[src/rtl/mem_stream_reader.sv]
// Read-side DMA stage: fetches a contiguous run of RAM words and streams them out
// over valid/ready, absorbing the RAM's registered read latency in a 4-entry FIFO.
module mem_stream_reader #(
  parameter int unsigned MEMORY_BUS_WIDTH = 32,
  parameter int unsigned ADDR_WIDTH       = 10
) (
  input  logic                        clock,
  input  logic                        reset,
  input  logic                        start_in,
  input  logic [ADDR_WIDTH-1:0]       base_addr_in,
  input  logic [ADDR_WIDTH:0]         length_in,
  output logic                        busy_out,
  output logic                        done_out,
  output logic                        mem_enable_out,
  output logic                        mem_wb_out,
  output logic [ADDR_WIDTH-1:0]       mem_addr_out,
  output logic [MEMORY_BUS_WIDTH-1:0] mem_data_out,
  input  logic [MEMORY_BUS_WIDTH-1:0] mem_data_in,
  output logic                        stream_valid_out,
  input  logic                        stream_ready_in,
  output logic [MEMORY_BUS_WIDTH-1:0] stream_data_out,
  output logic                        stream_last_out
);

  localparam logic [ADDR_WIDTH:0] CntOne = {{ADDR_WIDTH{1'b0}}, 1'b1};

  typedef enum logic [1:0] {StIdle, StRead, StFlush, StDone} state_e;

  state_e                      state_q, state_d;
  logic [ADDR_WIDTH-1:0]       base_q, addr_q;
  logic [ADDR_WIDTH:0]         len_q, issue_cnt_q, beat_cnt_q;
  logic                        pending_q;
  logic [MEMORY_BUS_WIDTH-1:0] fifo_q [4];
  logic [1:0]                  wr_ptr_q, rd_ptr_q;
  logic [2:0]                  fifo_cnt_q;

  logic                        start_ok, issue, issue_last, push, pop, last_beat, fifo_valid;
  logic [ADDR_WIDTH-1:0]       issue_addr;

  // Credit rule: FIFO slots plus the read still in flight may never exceed the depth.
  assign start_ok   = (state_q == StIdle) && start_in;
  assign issue      = (state_q == StRead) && ((fifo_cnt_q + {2'b00, pending_q}) < 3'd4);
  assign issue_last = (issue_cnt_q == (len_q - CntOne));
  assign issue_addr = base_q + issue_cnt_q[ADDR_WIDTH-1:0];
  assign push       = pending_q;
  assign fifo_valid = (fifo_cnt_q != 3'd0);
  assign pop        = fifo_valid && stream_ready_in;
  assign last_beat  = (beat_cnt_q == (len_q - CntOne));

  always_ff @(posedge clock) begin
    if (reset) begin
      state_q <= StIdle;
    end else begin
      state_q <= state_d;
    end
  end

  always_comb begin
    state_d = state_q;
    unique case (state_q)
      StIdle: begin
        if (start_in) begin
          state_d = (length_in == '0) ? StDone : StRead;
        end
      end
      StRead: begin
        if (issue && issue_last) begin
          state_d = StFlush;
        end
      end
      StFlush: begin
        if (pop && last_beat) begin
          state_d = StDone;
        end
      end
      StDone:  state_d = StIdle;
      default: state_d = StIdle;
    endcase
  end

  always_comb begin
    busy_out         = (state_q == StRead) || (state_q == StFlush);
    done_out         = (state_q == StDone);
    mem_enable_out   = issue;
    mem_wb_out       = 1'b0;
    mem_addr_out     = issue ? issue_addr : addr_q;
    mem_data_out     = '0;
    stream_valid_out = fifo_valid;
    // Stale FIFO contents stay hidden so the data output reads zero when idle.
    stream_data_out  = fifo_valid ? fifo_q[rd_ptr_q] : '0;
    stream_last_out  = fifo_valid && last_beat;
  end

  always_ff @(posedge clock) begin
    if (reset) begin
      base_q      <= '0;
      addr_q      <= '0;
      len_q       <= '0;
      issue_cnt_q <= '0;
      beat_cnt_q  <= '0;
      pending_q   <= 1'b0;
      wr_ptr_q    <= '0;
      rd_ptr_q    <= '0;
      fifo_cnt_q  <= '0;
    end else begin
      pending_q <= issue;
      if (start_ok) begin
        base_q      <= base_addr_in;
        len_q       <= length_in;
        issue_cnt_q <= '0;
        beat_cnt_q  <= '0;
      end
      if (issue) begin
        issue_cnt_q <= issue_cnt_q + CntOne;
        addr_q      <= issue_addr;
      end
      if (push) begin
        wr_ptr_q <= wr_ptr_q + 2'd1;
      end
      if (pop) begin
        rd_ptr_q   <= rd_ptr_q + 2'd1;
        beat_cnt_q <= beat_cnt_q + CntOne;
      end
      case ({push, pop})
        2'b10:   fifo_cnt_q <= fifo_cnt_q + 3'd1;
        2'b01:   fifo_cnt_q <= fifo_cnt_q - 3'd1;
        default: fifo_cnt_q <= fifo_cnt_q;
      endcase
    end
  end

  always_ff @(posedge clock) begin
    if (push) begin
      fifo_q[wr_ptr_q] <= mem_data_in;
    end
  end

endmodule

[config.mk]
export PLATFORM = sky130hd
export DESIGN_NAME = mem_stream_reader
export DESIGN_NICKNAME = d
export VERILOG_FILES = /design/src/rtl/mem_stream_reader.sv
export SDC_FILE = /design/constraint.sdc
export NUM_CORES = 1
export LEC_CHECK = 0
export ABC_CLOCK_PERIOD_IN_PS = 4100
export BUFFER_PORTS_ARGS = -buffer_cell sky130_fd_sc_hd__buf_2
export CORE_AREA = 2 2 137 139
export DETAILED_ROUTE_END_ITERATION = 10
export DIE_AREA = 0 0 139 141
export PLACE_DENSITY = 0.71
export SETUP_SLACK_MARGIN = 0.15
export SLEW_MARGIN = 20
export SYNTH_ARGS = -nofsm -noshare
export SYNTH_HDL_FRONTEND = slang
export SYNTH_SLANG_ARGS = --single-unit
export TNS_END_PERCENT = 30
[constraint.sdc]
create_clock -name clock -period 4.1 [get_ports clock]
set_clock_uncertainty 0.2 [all_clocks]
set_input_delay 0.82 -clock clock [delete_from_list [all_inputs] [get_ports clock]]
set_output_delay 0.82 -clock clock [all_outputs]
set_load 0.05 [all_outputs]
==> results of run 1 <==
[worst min path at each step]
stage / end / cells past startpoint / slack [ns]
after floorplan: addr_q[6]$_SDFF_PP0_ / 2 / 0.24
final: addr_q[6]$_SDFF_PP0_ / 2 / 0.26
after global routing: addr_q[6]$_SDFF_PP0_ / 2 / 0.28
after global placement: addr_q[6]$_SDFF_PP0_ / 2 / 0.25
after detailed placement: base_q[2]$_SDFFE_PP0P_ / 2 / 0.25
after CTS: base_q[2]$_SDFFE_PP0P_ / 2 / 0.26
[kinds of logic (layout without fill, tap and decap cells)]
logic type,after synthesis,count (layout),synth area share
xor gates and xnor gates,34,34,0.0412
and+or+nand+nor,239,239,0.132
DFF,193,193,0.579
muxes,40,40,0.0906
AOI/OAI and AO/OA,97,97,0.0677
buffers and inverters,91,170,0.0535
adders and majority gates,24,24,0.0355
other,1,33,0.000422
[metal layers]
| metal | track usage | vias to the layer above | part of all wire |
|---|---|---|---|
| li1 | - | 2740 | - |
| met1 | 0.223 | 2720 | 0.44 |
| met2 | 0.311 | 155 | 0.51 |
| met5 | 0 | - | 0 |
| met3 | 0.0418 | 20 | 0.044 |
| met4 | 0.0643 | 0 | 0.014 |
[worst max-delay path: cells and delay by family, from the launching register on]
family,cells,cell delay [ns]
AND/OR/NAND/NOR,3,1.13
AO/OA/AOI/OAI,2,0.55
flip-flops,1,0.33
buffers and inverters,2,0.28
adder cells (fa/ha/maj),1,0.15
[sequential cells by signal, indices dropped and copies added (netlist names), named ones only]
signal and flops:
state_q 2, issue_cnt_q 11, len_q 11, fifo_q 128
base_q 10, pending_q 1, addr_q 10, beat_cnt_q 11
rd_ptr_q 2, fifo_cnt_q 3, wr_ptr_q 2
[where the power goes]
part	switching (W)	total (W)	internal, W
Sequential	0.0000860	0.00230	0.00221
Clock	0.000772	0.00170	0.000933
Combinational	0.00142	0.00208	0.000656
[metrics by stage]
step / total power [W] / instance area (sq um) / util / std cells / hold slack (ns)
finish: 0.00608 / 10200 / 0.558 / 1064 / 0.262
global route: 0.00638 / 10200 / 0.558 / 1064 / 0.280
CTS: 0.00614 / 10200 / 0.557 / 1064 / 0.263
detailed placement: 0.00443 / 9550 / 0.523 / 1033 / 0.252
global placement: 0.00441 / 9550 / 0.523 / 1033 / 0.250
floorplan: 0.00398 / 9030 / - / 751 / 0.240
[Yosys cell counts (all sizes together), types with 3 or more instances]
| cell type | count | area, sq um |
|---|---|---|
| nand2b | 4 | 25.0 |
| nand3 | 13 | 65.1 |
| nor3b | 3 | 22.5 |
| clkbuf | 28 | 106 |
| xor2 | 14 | 123 |
| mux4 | 32 | 721 |
| edfxtp | 128 | 3840 |
| and2 | 37 | 231 |
| nor4b | 3 | 26.3 |
| o21ai | 17 | 85.1 |
| buf | 41 | 287 |
| a31oi | 3 | 18.8 |
| or3 | 6 | 38.8 |
| nor4 | 6 | 37.5 |
| dfxtp | 65 | 1300 |
| nor2b | 11 | 68.8 |
| inv | 21 | 78.8 |
| xnor3 | 5 | 113 |
| ha | 22 | 275 |
| mux2i | 4 | 40.0 |
| a211oi | 3 | 22.5 |
| a21o | 4 | 30.0 |
| nor2 | 46 | 173 |
| mux2 | 4 | 45.0 |
| nand2 | 78 | 293 |
| o31ai | 3 | 22.5 |
| and3 | 9 | 56.3 |
| o21a | 4 | 30.0 |
| a21oi | 42 | 210 |
| nor3 | 14 | 70.1 |
| xnor2 | 15 | 131 |
[final cells by class]
cell class / instances / area [sq um] / area share
clock buffers: 17 / 425 / 0.0418
clock inverters: 14 / 184 / 0.0181
inverters: 22 / 82.6 / 0.00811
multi-input cells: 467 / 3420 / 0.336
flip-flops and latches: 193 / 5150 / 0.506
well taps: 234 / 293 / 0.0287
repair buffers: 117 / 629 / 0.0618
[repair_timing]
item	4_1_cts	5_1_grt
setup endpoints to repair	3	5
resized for setup	7	5
pin swaps	0	1
==> summary.md, run 1 <==
| Metric | Value |
|---|---|
| Status | finished, final reports clean |
| RSZ-0062 raised after global routing | true |
| Setup ws final | 0.208 ns |
| Worst-Skew Late Latency | 0.43 ns |
| Setup Fix Bufs, Post-CTS | 0 |
| Root Driver | clkbuf_16 |
| Die area | 19600 sq um |
| Hold-fix buffers, CTS | 0 |
| Count of cell types in the netlist | 58 |
| DR WL/cell | 16.4 um |
| #FFs+latches synth | 193 |
| Post-route ant nets | 0 |
| Crit share post-route | 0.949 |
| Leakage | 3.87 nW |
| F_max | 257 MHz |
| PortBufs | 103 |
| # rows | 50 |
| YS warnings | 0 |
| Clk sink count | 193 |
| Ys flop type | edfxtp_1 |
| Sequential share of the synthesized area | 0.579 |
| First-pass GRT wire length | 27500 um |
| Max Root-Sink Buffers | 2 |
| Reg2Reg Depth | 9 |
| H-tree levels | 4 |
| Post-synth ARST share | 0 |
| Total GRT Usage | 0.180 |
| Vias in the first global route | 5431 |
| CP arrival | 2.87 ns |
| Initial antenna violation count | 0 |
| Largest net degree at the start of global routing | 44 |
| Fraction of layout cells with a size suffix above 1 | 0.234 |
| GPL Wtd Cong | 0.878 |
| Post-synthesis instance area | 8890 sq um |
| Final min period | 3.89 ns |
| Total grt overflow | 0 |
| IO Count | 137 |
| Initial DRC Count | 280 |
| CP max FO | 6 |
| Post-place setup slack | 0.360 ns |
| Initial Util | 0.487 |
| # fillers | 1539 |
| Routed WL | 17500 um |
| Syn_area_per_cell | 12.4 sq um |
| Pre-antenna DRT Iters | 6 |
| Pins Over Slew Limit | 0 |
| Area Overhead vs Synth | 14.6% |
| Critical path origin | len_q[1]$_SDFFE_PP0P_ |
| # diodes | 0 |
| Reg2reg start | len_q[1]$_SDFFE_PP0P_ |
| Relative slew slack | 0.369 |
| RR Endpoint | state_q[1]$_SDFFE_PP0P_ |
| Final Setup Violations | 0 |
| CP Capture Type | primary output |
| Max incr delay on CP | 0.51 ns |
| Die Wd | 139 um |
| Most common cell after layout, fill and taps aside | edfxtp_1 |
| Post-synth EDFFs | 128 |
| HP Start | addr_q[6]$_SDFF_PP0_ |
| P per Cell Area | 597 nW/um^2 |
| Via count | 5635 |
| Reg clk slew, reported paths | 0.07 ns |
| Worst ir drop on vdd | 0.412 mV |
| Remaining DRCs | 0 |
| Setup CP Type | reg2out |
| Max-Cap Viols | 0 |
| Worst-margin pin slew | 0.946 ns |
| Slowest CP cell | or4b_4 |
| Core Box Area | 18300 sq um |
| CP required | 3.08 ns |
| Drt via density | 5.30 |
| Startpoint Class | register |
| Hold Crit Class | reg2reg |
| Post-Synthesis Cells | 719 |
| Flop2flop setup slack | 0.94 ns |
| DP Wirelength | 11800 um |
| Setup TNS | 0 ns |
| Num CTS Buffers | 17 |
| Final Net Count | 899 |
| CP endpoint | stream_last_out |
| Final Hold Violating Endpoints | 0 |
| Critical path, cell by cell | inv_1, ha_4, or4b_4, o21a_1, or3_1, a221o_1, nor4b_4, buf_6 |
| Die Height | 141 um |
| CTS tree | yes |
| Commonest cells after routing, fill and taps aside | edfxtp_1 (128), buf_2 (101), nand2_1 (78) |
No activity file was read; power rests on OpenSTA's default activity.
==> run 2: changes to the inputs <==
Settings changed: ABC_AREA set to 1, CORE_AREA 2 2 137 139 to 2 2 138 140, DIE_AREA 0 0 139 141 to 0 0 140 142.
==> run 2 against run 1 <==
Against the previous run: the run now ends with DRC left; non-clock buffer count is 1 higher; die area increased by 1.4%; via count increased by 24%; sequential power increased by 4%; final cell count up 26%; largest cell class unchanged; highest routed layer unchanged.
==> summary.md, run 2 <==
| Metric | Value |
|---|---|
| Status | complete, but fails checks |
| Failing checks | DRC |
| Num CTS Buffers | 17 (unchanged) |
| GPL Wtd Cong | 0.882 (+0.47%) |
| CP arrival | 2.62 ns (-0.25 ns) |
| Cell internal pwr | 0.00396 W (+4.2%) |
| Synth top area cells | edfxtp_1 (42%), dfxtp_1 (14%), nor2_1 (7.3%), o21ai_0 (5.9%), nand2_1 (4.6%) |
| Switch Pwr | 0.00333 W (+46%) |
| Pins Over Slew Limit | 0 (unchanged) |
| Die Wd | 140 um (+0.72%) |
| CP max FO | 6 (unchanged) |
| Sw frac | 0.456 (+0.0815) |
| Sequential share of the synthesized area | 0.565 (-0.0133) |
| Initial antenna violation count | 0 (unchanged) |
| Reg2Reg Depth | 12 (+3) |
| Setup CP Type | reg2out |
| Fraction of layout cells with a size suffix above 1 | 0.162 (-0.0716) |
| Worst-Skew Late Latency | 0.44 ns (about the same) |
| Grt met2 use | 0.357 (+0.0459) |
| Count of cell types in the netlist | 43 (-26%) |
| Max Root-Sink Buffers | 2 (unchanged) |
| Max-Cap Viols | 0 (unchanged) |
| Reg clk slew, reported paths | 0.08 ns (about the same) |
| YS warnings | 0 (unchanged) |
| Initial DRC Count | 410 (+46%) |
| Area leader, netlist | edfxtp_1 |
| #FFs+latches synth | 193 (unchanged) |
| Synth top area share | 0.422 (-0.00993) |
| Post-synth ARST share | 0 (unchanged) |
| Post-Synthesis Cells | 993 (+38%) |
| RSZ-0062 raised after global routing | false |
| Core Box Area | 18500 sq um (+1.0%) |
| DP Wirelength | 13200 um (+11%) |
| Total GRT Usage | 0.201 (+0.0212) |
| Leakage | 4.18 nW (+8.0%) |
| Syn_area_per_cell | 9.16 sq um (-26%) |
| Comb pwr share | 0.430 (+0.088) |
| Reg2reg start | fifo_cnt_q[0]$_SDFFE_PP0P_ |
| Via count | 6977 (+24%) |
| Hold Crit Class | reg2reg |
| Commonest cells after routing, fill and taps aside | nor2_1 (178), edfxtp_1 (128), nand2_1 (112) |
| Relative slew slack | 0.379 (+0.00923) |
| IO Count | 137 (unchanged) |
| Largest net degree at the start of global routing | 65 (+48%) |
| Post-synth EDFFs | 128 (unchanged) |
| Post-route ant nets | 0 (unchanged) |
| # rows | 50 (unchanged) |
| Clock network power share | 0.241 (-0.039) |
| Flop pwr share | 0.330 (-0.048) |
| Dpl cells | 1306 (+26%) |
| Worst-margin pin slew | 0.931 ns (-0.0149 ns) |
| Most common cell after layout, fill and taps aside | nor2_1 |
| Final Hold Violating Endpoints | 0 (unchanged) |
| Final min period | 3.64 ns (-0.247 ns) |
| Top reg by flops | fifo_q |
| Drt via density | 5.21 (-1.5%) |
| Fin cells | 1338 (+26%) |
| CP Capture Type | primary output |
| Initial Util | 0.493 (+0.00637) |
| First-pass GRT wire length | 31400 um (+14%) |
| Commonest cells post-synth | nor2_1 (178), edfxtp_1 (128), nand2_1 (112), o21ai_0 (107), inv_1 (79) |
| PortBufs | 103 (unchanged) |
| P per Cell Area | 699 nW/um^2 (+17%) |
| Final Setup Violations | 0 (unchanged) |
| Post-synthesis instance area | 9100 sq um (+2.4%) |
| Flip-flop count of the largest register after layout | 128 (unchanged) |
| DR WL/cell | 14.7 um (-10%) |
| Critical path origin | issue_cnt_q[0]$_SDFFE_PP0P_ |
| Area Overhead vs Synth | 14.6% (about the same) |
| Total grt overflow | 0 (unchanged) |
| Routed WL | 19700 um (+13%) |
| Min Hold Slack | 0.274 ns (+0.0119 ns) |
| Die Height | 142 um (+0.71%) |
| Remaining DRCs | 15 (+15) |
| CP required | 3.08 ns (about the same) |
| Design Power | 0.00729 W (+20%) |
| F_max | 274 MHz (+6.8%) |
| Ys flop type | edfxtp_1 |
| H-tree levels | 4 (unchanged) |
| Vias in the first global route | 6358 (+17%) |
| Setup TNS | 0 ns (unchanged) |
| Final Net Count | 1172 (+30%) |
| Met1 Use GR | 0.255 (+0.0315) |
| Clk sink count | 193 (unchanged) |
| Startpoint Class | register |
| Worst hold path depth | 2 (unchanged) |
| Most frequent cell after synthesis | nor2_1 |
| Die area | 19900 sq um (+1.4%) |
| Setup Fix Bufs, Post-CTS | 0 (unchanged) |
| Worst ir drop on vdd | 0.388 mV (-5.8%) |
| # diodes | 0 (unchanged) |
| Met3 Track Usage GR | 0.0367 (-0.00510) |
| Root Driver | clkbuf_16 |
| Pre-antenna DRT Iters | 8 (+2) |
| CTS tree | yes |
| GR peak layer | met2 |
| Crit share post-route | 0.889 (-0.0603) |
| HP Start | addr_q[9]$_SDFF_PP0_ |
## run 2: power by group through the flow
stage	clock [W]	sequential (W)	combinational [W]
6_report	0.00175	0.00240	0.00313
5_1_grt	0.00186	0.00243	0.00341
3_5_place_dp	0	0.00245	0.00313
3_3_place_gp	0	0.00244	0.00309
4_1_cts	0.00178	0.00240	0.00314
2_1_floorplan	0	0.00241	0.00244
## run 2: cell families after synthesis
family	Yosys count	synth area share
AOI/OAI and AO/OA	219	0.129
and+or+nand+nor	388	0.180
adders and majority gates	24	0.0346
DFF	193	0.565
buffers and inverters	156	0.0784
other	1	0.000412
xor gates and xnor gates	12	0.0116
## run 2: routing by layer
layer / share of wire / up-vias / wire length, um
met2: 0.50 / 204 / 9800
met3: 0.049 / 16 / 959
met4: 0.0090 / 0 / 177
met5: 0 / - / 0
met1: 0.45 / 3247 / 8770
li1: - / 3510 / -
## run 2: worst max-delay path, cell delays in order, from the launching register on
cell and delay (ns):
dfxtp_2 0.38, ha_1 0.20, inv_1 0.06, fa_1 0.41
o21ai_2 0.19, nand2_1 0.06, nand2_1 0.07, a21oi_1 0.09
nor2_1 0.09, o21ai_0 0.10, nand2_1 0.08, nand2_1 0.05
nand3_1 0.06, nand2_1 0.06, inv_1 0.05, clkbuf_4 0.21
## run 2: repair_timing
action                                  CTS  global route
resized for setup                         0             4
hold buffers                              0             0
endpoints found under the setup margin    0             2
## run 2: area by class of cell
type	instances	area, sq um
Sequential cell	193	5150
Clock buffer	17	425
Clock inverter	15	225
Timing Repair Buffer	118	643
Tap cell	234	293
Inverter	85	319
Multi-Input combinational cell	676	3370
Fill cell	1645	8030
## run 2: stage by stage
stage          cell area, sq um  utilization  worst slack (ns)
3_5_place_dp               9770        0.529             0.710
6_report                  10400        0.565             0.455
5_1_grt                   10400        0.565             0.184
3_3_place_gp               9770        0.529             0.752
4_1_cts                   10400        0.564             0.213
2_1_floorplan              9220            -             0.333
## run 2: worst paths after layout
kind | end | slack [ns]
setup reg to reg | fifo_cnt_q[2]$_SDFFE_PP0P_ | 1.38
hold reg to reg | addr_q[9]$_SDFF_PP0_ | 0.27
hold / removal | addr_q[9]$_SDFF_PP0_ | 0.27
setup / recovery | mem_addr_out[8] | 0.46
